===== src/rtl/ocd_boot_sequencer_if.sv =====
// Host-command, OCD-port and run-status signals of the OCD boot sequencer, bundled for one port.
// slave = sequencer side, master = host/MCU side.
interface ocd_boot_sequencer_if #(
  parameter int ADDR_BITS = 16,
  parameter int DATA_BITS = 32,
  parameter int PC_BITS   = 32,
  parameter int CNT_BITS  = 32,
  parameter int WCNT_BITS = 16
);
  logic                 sync_reset;
  logic                 cmd_valid;
  logic                 cmd_ready;
  logic [31:0]          cmd_addr;
  logic [DATA_BITS-1:0] cmd_data;
  logic                 cmd_last;
  logic [PC_BITS-1:0]   boot_addr;
  logic [CNT_BITS-1:0]  run_budget;
  logic                 ocd_write_enable;
  logic                 ocd_read_enable;
  logic [ADDR_BITS-1:0] ocd_rw_addr;
  logic [DATA_BITS-1:0] ocd_write_word;
  logic                 ocd_mem_enable_out;
  logic [DATA_BITS-1:0] ocd_mem_word_out;
  logic                 start;
  logic [PC_BITS-1:0]   start_address;
  logic                 processor_paused;
  logic                 busy;
  logic                 done;
  logic                 timeout;
  logic                 error;
  logic [WCNT_BITS-1:0] word_count;

  modport slave (
    input  sync_reset, cmd_valid, cmd_addr, cmd_data, cmd_last, boot_addr, run_budget,
           ocd_mem_enable_out, ocd_mem_word_out, processor_paused,
    output cmd_ready, ocd_write_enable, ocd_read_enable, ocd_rw_addr, ocd_write_word,
           start, start_address, busy, done, timeout, error, word_count
  );

  modport master (
    output sync_reset, cmd_valid, cmd_addr, cmd_data, cmd_last, boot_addr, run_budget,
           ocd_mem_enable_out, ocd_mem_word_out, processor_paused,
    input  cmd_ready, ocd_write_enable, ocd_read_enable, ocd_rw_addr, ocd_write_word,
           start, start_address, busy, done, timeout, error, word_count
  );
endinterface


===== src/rtl/ocd_boot_sequencer.sv =====
// Loads an image through the MCU OCD port, then starts the core and supervises the run until pause or budget expiry.
// Optional OCD_READBACK_VERIFY_EN: read back and compare every written word before accepting the next.
module ocd_boot_sequencer #(
  parameter int ADDR_BITS       = 16,
  parameter int DATA_BITS       = 32,
  parameter int PC_BITS         = 32,
  parameter int CNT_BITS        = 32,
  parameter int WCNT_BITS       = 16,
  parameter int VERIFY_WAIT_MAX = 8
) (
  input logic                 clk,
  input logic                 reset_n,
  ocd_boot_sequencer_if.slave bus
);

  typedef enum logic [2:0] {
    S_IDLE, S_LOAD, S_BOOT, S_RUN, S_DONE, S_FAIL
`ifdef OCD_READBACK_VERIFY_EN
    , S_VERIFY
`endif
  } state_t;

  state_t               r_state;
  state_t               w_state_nxt;
  logic                 w_timeout_hit;
  logic                 w_hs;
  logic                 w_misalign;

  logic                 r_ready;
  logic                 r_wr_en;
  logic [ADDR_BITS-1:0] r_addr;
  logic [DATA_BITS-1:0] r_wdat;
  logic                 r_last;
  logic [PC_BITS-1:0]   r_boot;
  logic [PC_BITS-1:0]   r_start_addr;
  logic [WCNT_BITS-1:0] r_wcnt;
  logic [CNT_BITS-1:0]  r_cnt;
  logic                 r_done;
  logic                 r_timeout;
  logic                 r_error;

  assign w_hs       = bus.cmd_valid & r_ready;
  assign w_misalign = |bus.cmd_addr[1:0];

`ifdef OCD_READBACK_VERIFY_EN
  localparam int VW_BITS = $clog2(VERIFY_WAIT_MAX + 1);
  logic               r_rd_en;
  logic               r_rd_pend;
  logic [VW_BITS-1:0] r_vwait;
  logic               w_unused;
  assign w_unused = ^bus.cmd_addr;
`else
  logic w_unused;
  assign w_unused = ^{bus.cmd_addr, bus.ocd_mem_enable_out, bus.ocd_mem_word_out};
`endif

  always_ff @(posedge clk or negedge reset_n) begin
    if (!reset_n) r_state <= S_IDLE;
    else          r_state <= w_state_nxt;
  end

  always_comb begin
    w_state_nxt   = r_state;
    w_timeout_hit = 1'b0;
    case (r_state)
      S_IDLE, S_LOAD: begin
        if (w_hs) begin
          if (w_misalign) w_state_nxt = S_FAIL;
`ifdef OCD_READBACK_VERIFY_EN
          else            w_state_nxt = S_VERIFY;
`else
          else            w_state_nxt = S_LOAD;
`endif
        end else if (r_wr_en && r_last) begin
          w_state_nxt = S_BOOT;
        end
      end
`ifdef OCD_READBACK_VERIFY_EN
      S_VERIFY: begin
        if (r_rd_pend) begin
          if (bus.ocd_mem_enable_out) begin
            if (bus.ocd_mem_word_out == r_wdat) w_state_nxt = r_last ? S_BOOT : S_LOAD;
            else                                w_state_nxt = S_FAIL;
          end else if (r_vwait == VW_BITS'(VERIFY_WAIT_MAX - 1)) begin
            w_state_nxt = S_FAIL;
          end
        end
      end
`endif
      S_BOOT: w_state_nxt = S_RUN;
      S_RUN: begin
        // the core may still report a stale pause for its first cycles out of reset
        if (bus.processor_paused && r_cnt >= CNT_BITS'(2)) begin
          w_state_nxt = S_DONE;
        end else if (bus.run_budget != '0 && r_cnt >= bus.run_budget - CNT_BITS'(1)) begin
          w_state_nxt   = S_DONE;
          w_timeout_hit = 1'b1;
        end
      end
      default: w_state_nxt = r_state;
    endcase
    if (bus.sync_reset) begin
      w_state_nxt   = S_IDLE;
      w_timeout_hit = 1'b0;
    end
  end

  always_ff @(posedge clk or negedge reset_n) begin
    if (!reset_n) begin
      r_ready      <= 1'b0;
      r_wr_en      <= 1'b0;
      r_addr       <= '0;
      r_wdat       <= '0;
      r_last       <= 1'b0;
      r_boot       <= '0;
      r_start_addr <= '0;
      r_wcnt       <= '0;
      r_cnt        <= '0;
      r_done       <= 1'b0;
      r_timeout    <= 1'b0;
      r_error      <= 1'b0;
    end else if (bus.sync_reset) begin
      r_ready      <= 1'b1;
      r_wr_en      <= 1'b0;
      r_addr       <= '0;
      r_wdat       <= '0;
      r_last       <= 1'b0;
      r_boot       <= '0;
      r_start_addr <= '0;
      r_wcnt       <= '0;
      r_cnt        <= '0;
      r_done       <= 1'b0;
      r_timeout    <= 1'b0;
      r_error      <= 1'b0;
    end else begin
      // no more commands are taken once the final word has been handed over
      r_ready <= (w_state_nxt == S_IDLE || w_state_nxt == S_LOAD) && !(w_hs && bus.cmd_last);
      r_wr_en <= w_hs && !w_misalign;
      if (w_hs && !w_misalign) begin
        r_addr <= bus.cmd_addr[ADDR_BITS+1:2];
        r_wdat <= bus.cmd_data;
        r_last <= bus.cmd_last;
        if (bus.cmd_last) r_boot <= bus.boot_addr;
      end
      if (r_wr_en && r_wcnt != '1) r_wcnt <= r_wcnt + WCNT_BITS'(1);
      if (w_state_nxt == S_BOOT && r_state != S_BOOT) r_start_addr <= r_boot;
      r_cnt <= (r_state == S_BOOT || r_state == S_RUN) ? r_cnt + CNT_BITS'(1) : '0;
      if (r_state == S_RUN && w_state_nxt == S_DONE) begin
        r_done    <= 1'b1;
        r_timeout <= w_timeout_hit;
      end
      if (w_state_nxt == S_FAIL && r_state != S_FAIL) r_error <= 1'b1;
    end
  end

`ifdef OCD_READBACK_VERIFY_EN
  always_ff @(posedge clk or negedge reset_n) begin
    if (!reset_n) begin
      r_rd_en   <= 1'b0;
      r_rd_pend <= 1'b0;
      r_vwait   <= '0;
    end else if (bus.sync_reset) begin
      r_rd_en   <= 1'b0;
      r_rd_pend <= 1'b0;
      r_vwait   <= '0;
    end else begin
      // read strobe follows the write strobe so the two never overlap
      r_rd_en   <= r_wr_en && r_state == S_VERIFY;
      r_rd_pend <= (r_rd_en || r_rd_pend) && w_state_nxt == S_VERIFY;
      r_vwait   <= r_rd_pend ? r_vwait + VW_BITS'(1) : '0;
    end
  end
  assign bus.ocd_read_enable = r_rd_en;
`else
  assign bus.ocd_read_enable = 1'b0;
`endif

  assign bus.cmd_ready        = r_ready;
  assign bus.ocd_write_enable = r_wr_en;
  assign bus.ocd_rw_addr      = r_addr;
  assign bus.ocd_write_word   = r_wdat;
  assign bus.start            = (r_state == S_BOOT) || (r_state == S_RUN);
  assign bus.start_address    = r_start_addr;
  assign bus.busy             = !(r_state == S_IDLE || r_state == S_DONE || r_state == S_FAIL);
  assign bus.done             = r_done;
  assign bus.timeout          = r_timeout;
  assign bus.error            = r_error;
  assign bus.word_count       = r_wcnt;

endmodule


===== src/flat_wrapper.sv =====
// flat-port wrapper written by rule: the top's interface ports become plain ports
module ocd_boot_sequencer_flat 
#(
  parameter int ADDR_BITS       = 16,
  parameter int DATA_BITS       = 32,
  parameter int PC_BITS         = 32,
  parameter int CNT_BITS        = 32,
  parameter int WCNT_BITS       = 16,
  parameter int VERIFY_WAIT_MAX = 8
)
  (clk, reset_n, bus_sync_reset, bus_cmd_valid, bus_cmd_addr, bus_cmd_data, bus_cmd_last, bus_boot_addr, bus_run_budget, bus_ocd_mem_enable_out, bus_ocd_mem_word_out, bus_processor_paused, bus_cmd_ready, bus_ocd_write_enable, bus_ocd_read_enable, bus_ocd_rw_addr, bus_ocd_write_word, bus_start, bus_start_address, bus_busy, bus_done, bus_timeout, bus_error, bus_word_count);
  ocd_boot_sequencer_if #(.ADDR_BITS(ADDR_BITS), .DATA_BITS(DATA_BITS), .PC_BITS(PC_BITS), .CNT_BITS(CNT_BITS), .WCNT_BITS(WCNT_BITS)) bus_i ();
  input logic clk;
  input logic reset_n;
  input wire logic [$bits(bus_i.sync_reset)-1:0] bus_sync_reset;
  input wire logic [$bits(bus_i.cmd_valid)-1:0] bus_cmd_valid;
  input wire logic [$bits(bus_i.cmd_addr)-1:0] bus_cmd_addr;
  input wire logic [$bits(bus_i.cmd_data)-1:0] bus_cmd_data;
  input wire logic [$bits(bus_i.cmd_last)-1:0] bus_cmd_last;
  input wire logic [$bits(bus_i.boot_addr)-1:0] bus_boot_addr;
  input wire logic [$bits(bus_i.run_budget)-1:0] bus_run_budget;
  input wire logic [$bits(bus_i.ocd_mem_enable_out)-1:0] bus_ocd_mem_enable_out;
  input wire logic [$bits(bus_i.ocd_mem_word_out)-1:0] bus_ocd_mem_word_out;
  input wire logic [$bits(bus_i.processor_paused)-1:0] bus_processor_paused;
  output wire logic [$bits(bus_i.cmd_ready)-1:0] bus_cmd_ready;
  output wire logic [$bits(bus_i.ocd_write_enable)-1:0] bus_ocd_write_enable;
  output wire logic [$bits(bus_i.ocd_read_enable)-1:0] bus_ocd_read_enable;
  output wire logic [$bits(bus_i.ocd_rw_addr)-1:0] bus_ocd_rw_addr;
  output wire logic [$bits(bus_i.ocd_write_word)-1:0] bus_ocd_write_word;
  output wire logic [$bits(bus_i.start)-1:0] bus_start;
  output wire logic [$bits(bus_i.start_address)-1:0] bus_start_address;
  output wire logic [$bits(bus_i.busy)-1:0] bus_busy;
  output wire logic [$bits(bus_i.done)-1:0] bus_done;
  output wire logic [$bits(bus_i.timeout)-1:0] bus_timeout;
  output wire logic [$bits(bus_i.error)-1:0] bus_error;
  output wire logic [$bits(bus_i.word_count)-1:0] bus_word_count;
  assign bus_i.sync_reset = bus_sync_reset;
  assign bus_i.cmd_valid = bus_cmd_valid;
  assign bus_i.cmd_addr = bus_cmd_addr;
  assign bus_i.cmd_data = bus_cmd_data;
  assign bus_i.cmd_last = bus_cmd_last;
  assign bus_i.boot_addr = bus_boot_addr;
  assign bus_i.run_budget = bus_run_budget;
  assign bus_i.ocd_mem_enable_out = bus_ocd_mem_enable_out;
  assign bus_i.ocd_mem_word_out = bus_ocd_mem_word_out;
  assign bus_i.processor_paused = bus_processor_paused;
  assign bus_cmd_ready = bus_i.cmd_ready;
  assign bus_ocd_write_enable = bus_i.ocd_write_enable;
  assign bus_ocd_read_enable = bus_i.ocd_read_enable;
  assign bus_ocd_rw_addr = bus_i.ocd_rw_addr;
  assign bus_ocd_write_word = bus_i.ocd_write_word;
  assign bus_start = bus_i.start;
  assign bus_start_address = bus_i.start_address;
  assign bus_busy = bus_i.busy;
  assign bus_done = bus_i.done;
  assign bus_timeout = bus_i.timeout;
  assign bus_error = bus_i.error;
  assign bus_word_count = bus_i.word_count;
  ocd_boot_sequencer #(.ADDR_BITS(ADDR_BITS), .DATA_BITS(DATA_BITS), .PC_BITS(PC_BITS), .CNT_BITS(CNT_BITS), .WCNT_BITS(WCNT_BITS), .VERIFY_WAIT_MAX(VERIFY_WAIT_MAX)) u_core (.clk(clk), .reset_n(reset_n), .bus(bus_i));
endmodule

===== config.mk =====
export PLATFORM = sky130hd
export DESIGN_NAME = ocd_boot_sequencer_flat
export DESIGN_NICKNAME = d
export VERILOG_FILES = /design/src/rtl/ocd_boot_sequencer_if.sv /design/src/rtl/ocd_boot_sequencer.sv /design/src/flat_wrapper.sv
export SDC_FILE = /design/constraint.sdc
export NUM_CORES = 1
export LEC_CHECK = 0
export ABC_CLOCK_PERIOD_IN_PS = 4800
export CELL_PAD_IN_SITES_DETAIL_PLACEMENT = 1
export CELL_PAD_IN_SITES_GLOBAL_PLACEMENT = 2
export CORE_MARGIN = 1.5
export CORE_UTILIZATION = 30
export CTS_CLUSTER_DIAMETER = 60
export DETAILED_ROUTE_END_ITERATION = 10
export GPL_TIMING_DRIVEN = 0
export PLACE_DENSITY = 0.91
export SETUP_SLACK_MARGIN = 0.02
export SYNTH_ARGS = -nofsm -noshare
export SYNTH_HDL_FRONTEND = slang
export SYNTH_SLANG_ARGS = --single-unit

===== constraint.sdc =====
create_clock -name clk -period 4.8 [get_ports clk]
set_input_delay 1.44 -clock clk [delete_from_list [all_inputs] [get_ports clk]]
set_output_delay 1.44 -clock clk [all_outputs]
set_load 0.03 [all_outputs]

==> flow_summary_export.csv <==
group,metric,value,unit
logic_synthesis,synth_cell_types,52,
clock_tree,cts_buffer_depth,2,
global_route,grt_usage,0.184,
status,status,"completed",
logic_synthesis,synthArstFlopShare,1.00,
clock_tree,cts_root_buf,"clkbuf_16",
setup_path,cp-start-kind,"input pin",
clock_tree,cts.htree.levels,4,
clock_tree,cts_made_buffers,17,
power_and_ir_drop,comb_power_share,0.106,
floorplanning,io_pins,271,
logic_synthesis,synth_edf_count,0,
global_route,antenna_found_initial,2,
route,num_vias,7474,
sta,finalMaxSlewViolations,0,
power_and_ir_drop,leakage,4.86,nW
setup_path,path_common_cell,"a21oi_1",
floorplanning,die_h,171,um
route,wire_per_inst,17.2,um
floorplanning,fp.dieArea,29100,sq um
sta,min_period,4690,ps
route,drtIter0Drc,443,
setup_path,cp_cell_sequence,"clkdlybuf4s50_1 -> nor3_2 -> nand4_1 -> buf_4 -> or2_2 -> or3_1 -> a21oi_1 -> ha_1 -> a21oi_1 -> o21ai_1 -> a2111oi_2 -> o41ai_2 -> a211o_1 -> a311oi_2",
power_and_ir_drop,clkPwrFrac,0.431,
logic_synthesis,syn_area_per_cell,9.46,sq um
sta,finalWorstSetupSlack,109,ps
clock_tree,cts_tree,"built",
setup_path,crit_required,5130,ps
setup_path,critical-path-max-stage-delay,460,ps
sta,setup_violations,0,
route,wl,26400,um
clock_tree,cts_sinks,169,
power_and_ir_drop,p_sw,0.000847,W
setup_path,cp-end-kind,"flip-flop",
clock_tree,clkTransAtPathRegs,80,ps
route,first_pass_iters,4,
power_and_ir_drop,power_density,264,nW/um^2
sta,finalClockSkew,17.5,ps
route,vias_per_cell,4.88,
sta,fmax,213,MHz
layout,fillCellCount,3161,
route,route.antenna.remaining_nets,0,
place,preCtsSetupSlack,-1000,ps
logic_synthesis,yosys_register_bits,169,
sta,fin_hold_ws,490,ps
place,dpl.cell_count,1492,
global_route,grt_pass1_vias,7917,
logic_synthesis,syn_area,8430,sq um
floorplanning,num_rows,61,
sta,worstMarginPinSlew,1100,ps
sta,hold_viol,0,
clock_tree,ctsHoldBuffers,0,
flow_run,drv_cap,0,
floorplanning,initial_core_util,0.304,
layout,stdcell_count,1533,
logic_synthesis,yosysWarnings,0,
place,gp_congestion,0.768,
global_route,grt_pass1_wl,42000,um
layout,syn_to_final_growth,41.3,%
sta,tns,0,ps
floorplanning,coreArea,27700,sq um
power_and_ir_drop,seqPwrFrac,0.463,
global_route,grt.overflow.total,0,
logic_synthesis,synthFlopType,"dfrtp_1",
setup_path,crit_path_max_fanout,5,
global_route,grt_max_degree,88,
logic_synthesis,syn-num-nets,1095,
sta,post-route-period-util,0.977,
power_and_ir_drop,switching_share,0.269,
hold_path,hp-class,"reg2reg",
power_and_ir_drop,power.internal,0.00230,W
place,io_buffers,222,
setup_path,cp_slowest_cell,"clkdlybuf4s50_1",
power_and_ir_drop,vdd_drop_max,0.000177,V
setup_path,arrival,5020,ps
logic_synthesis,ys_seq_area_frac,0.502,
layout,nNetsFinal,1346,
setup_path,crit_type,"in2reg",
route,drc,0,
floorplanning,die_w,171,um
layout,drive_above_1_share,0.0693,
logic_synthesis,synthCells,891,
clock_tree,clock_latency,430,ps
place,hpwl,19600,um
sta,max_slew_margin,0.262,
==> flip-flops by register name, indices dropped and copies added (netlist names), 3 cells and up <==
signal                     cells
u_core.bus.ocd_write_word     32
u_core.bus.ocd_rw_addr        16
u_core.bus.word_count         16
u_core.r_boot                 32
u_core.bus.start_address      32
u_core.r_cnt                  32
u_core.r_state                 3
==> metal layers <==
metal,global-route usage,vias to the layer above,wire length [um]
met2,0.305,135,12800
met1,0.229,3727,11700
li1,-,3584,-
met4,0.0527,0,507
met5,0,-,0
met3,0.0562,28,1440
==> cells in the mapped netlist (14+ instances only) <==
master / count / area [sq um]
a21oi_1: 71 / 355
a22o_1: 32 / 280
clkbuf_1: 41 / 154
dfrtp_1: 169 / 4230
ha_1: 37 / 463
nand2_1: 166 / 623
nand2b_1: 37 / 231
nand3_1: 20 / 100
nand4_1: 18 / 113
nor2_1: 75 / 282
nor3_1: 18 / 90.1
nor4_1: 14 / 87.6
o21ai_0: 44 / 220
xnor2_1: 31 / 272
xor2_1: 37 / 324
==> cell type report <==
cell class | instances | area [sq um] | share of cell area
well taps | 378 | 473 | 0.0397
diodes | 1 | 2.50 | 0.000210
inverters | 7 | 26.3 | 0.00221
multi-input cells | 671 | 4130 | 0.346
clock buffers | 17 | 425 | 0.0357
repair buffers | 233 | 2310 | 0.194
clock inverters | 14 | 151 | 0.0127
plain buffers | 43 | 165 | 0.0139
flip-flops and latches | 169 | 4230 | 0.355
==> final timing paths <==
path	startpoint	endpoint	slack, ps	cells after the start
worst max register to register	u_core.r_state[2]	u_core.bus.start_address[30]	2210	6
worst max-delay path	bus_run_budget[7]	u_core.r_state[1]	110	14
min in group asynchronous	reset_n	u_core.r_cnt[26]	1010	1
worst min-delay path	u_core.r_boot[11]	u_core.bus.start_address[11]	490	2
max in group asynchronous	reset_n	u_core.bus.start_address[31]	2900	2
worst min register to register	u_core.r_boot[11]	u_core.bus.start_address[11]	490	2
==> through the flow <==
stage	power [W]	cell area, sq um	utilization
after floorplan	0.00161	8430	-
after global routing	0.00328	11900	0.430
after CTS	0.00319	11800	0.427
after global placement	0.00181	11100	0.402
final	0.00314	11900	0.430
after detailed placement	0.00182	11200	0.403
==> logic make-up (layout without fill, tap and decap cells) <==
kind of cell,after synthesis,after routing,synth area share
AOI/OAI and AO/OA,168,168,0.123
xor gates and xnor gates,68,68,0.0707
adders and majority gates,37,37,0.0549
buffers and inverters,51,314,0.0241
DFF,169,169,0.502
muxes,1,1,0.00119
other,1,2,0.000445
and+or+nand+nor,396,396,0.224
==> critical path: cells and delay by family <==
| family | cells | cell delay [ps] |
|---|---|---|
| AOI/OAI and AO/OA | 7 | 1640 |
| and+or+nand+nor | 4 | 1020 |
| buffers and inverters | 2 | 640 |
| adders and majority gates | 1 | 270 |
==> power by group through the flow <==
stage	combinational (W)	sequential [W]	clock [W]
floorplan	0.0000982	0.00151	0
global placement	0.000327	0.00148	0
detailed placement	0.000335	0.00148	0
CTS	0.000336	0.00146	0.00140
global route	0.000364	0.00146	0.00146
finish	0.000334	0.00146	0.00135
==> cells in the final DEF (no fill, tap or decap), types with 7 or more instances in the layout <==
cell type        count
clkdlybuf4s50_1    205
a21oi_1             69
a22o_1              32
clkbuf_1            41
nand3_1             20
nor3_1              14
nor4_1              13
xor2_1              37
ha_1                37
nor2_1              74
dfrtp_1            169
inv_1                7
o21ai_0             42
and3_1               9
nand4_1             18
buf_4               12
nand2b_1            37
nand2_1            165
xnor2_1             31
clkbuf_16           17
==> timing repair <==
action / CTS / global route
resized for setup: 33 / 33
buffers inserted: 8 / 2
gates cloned: 0 / 0
endpoints found under the setup margin: 5 / 5
pin swaps: 12 / 16
No activity file was read; power rests on OpenSTA's default activity.
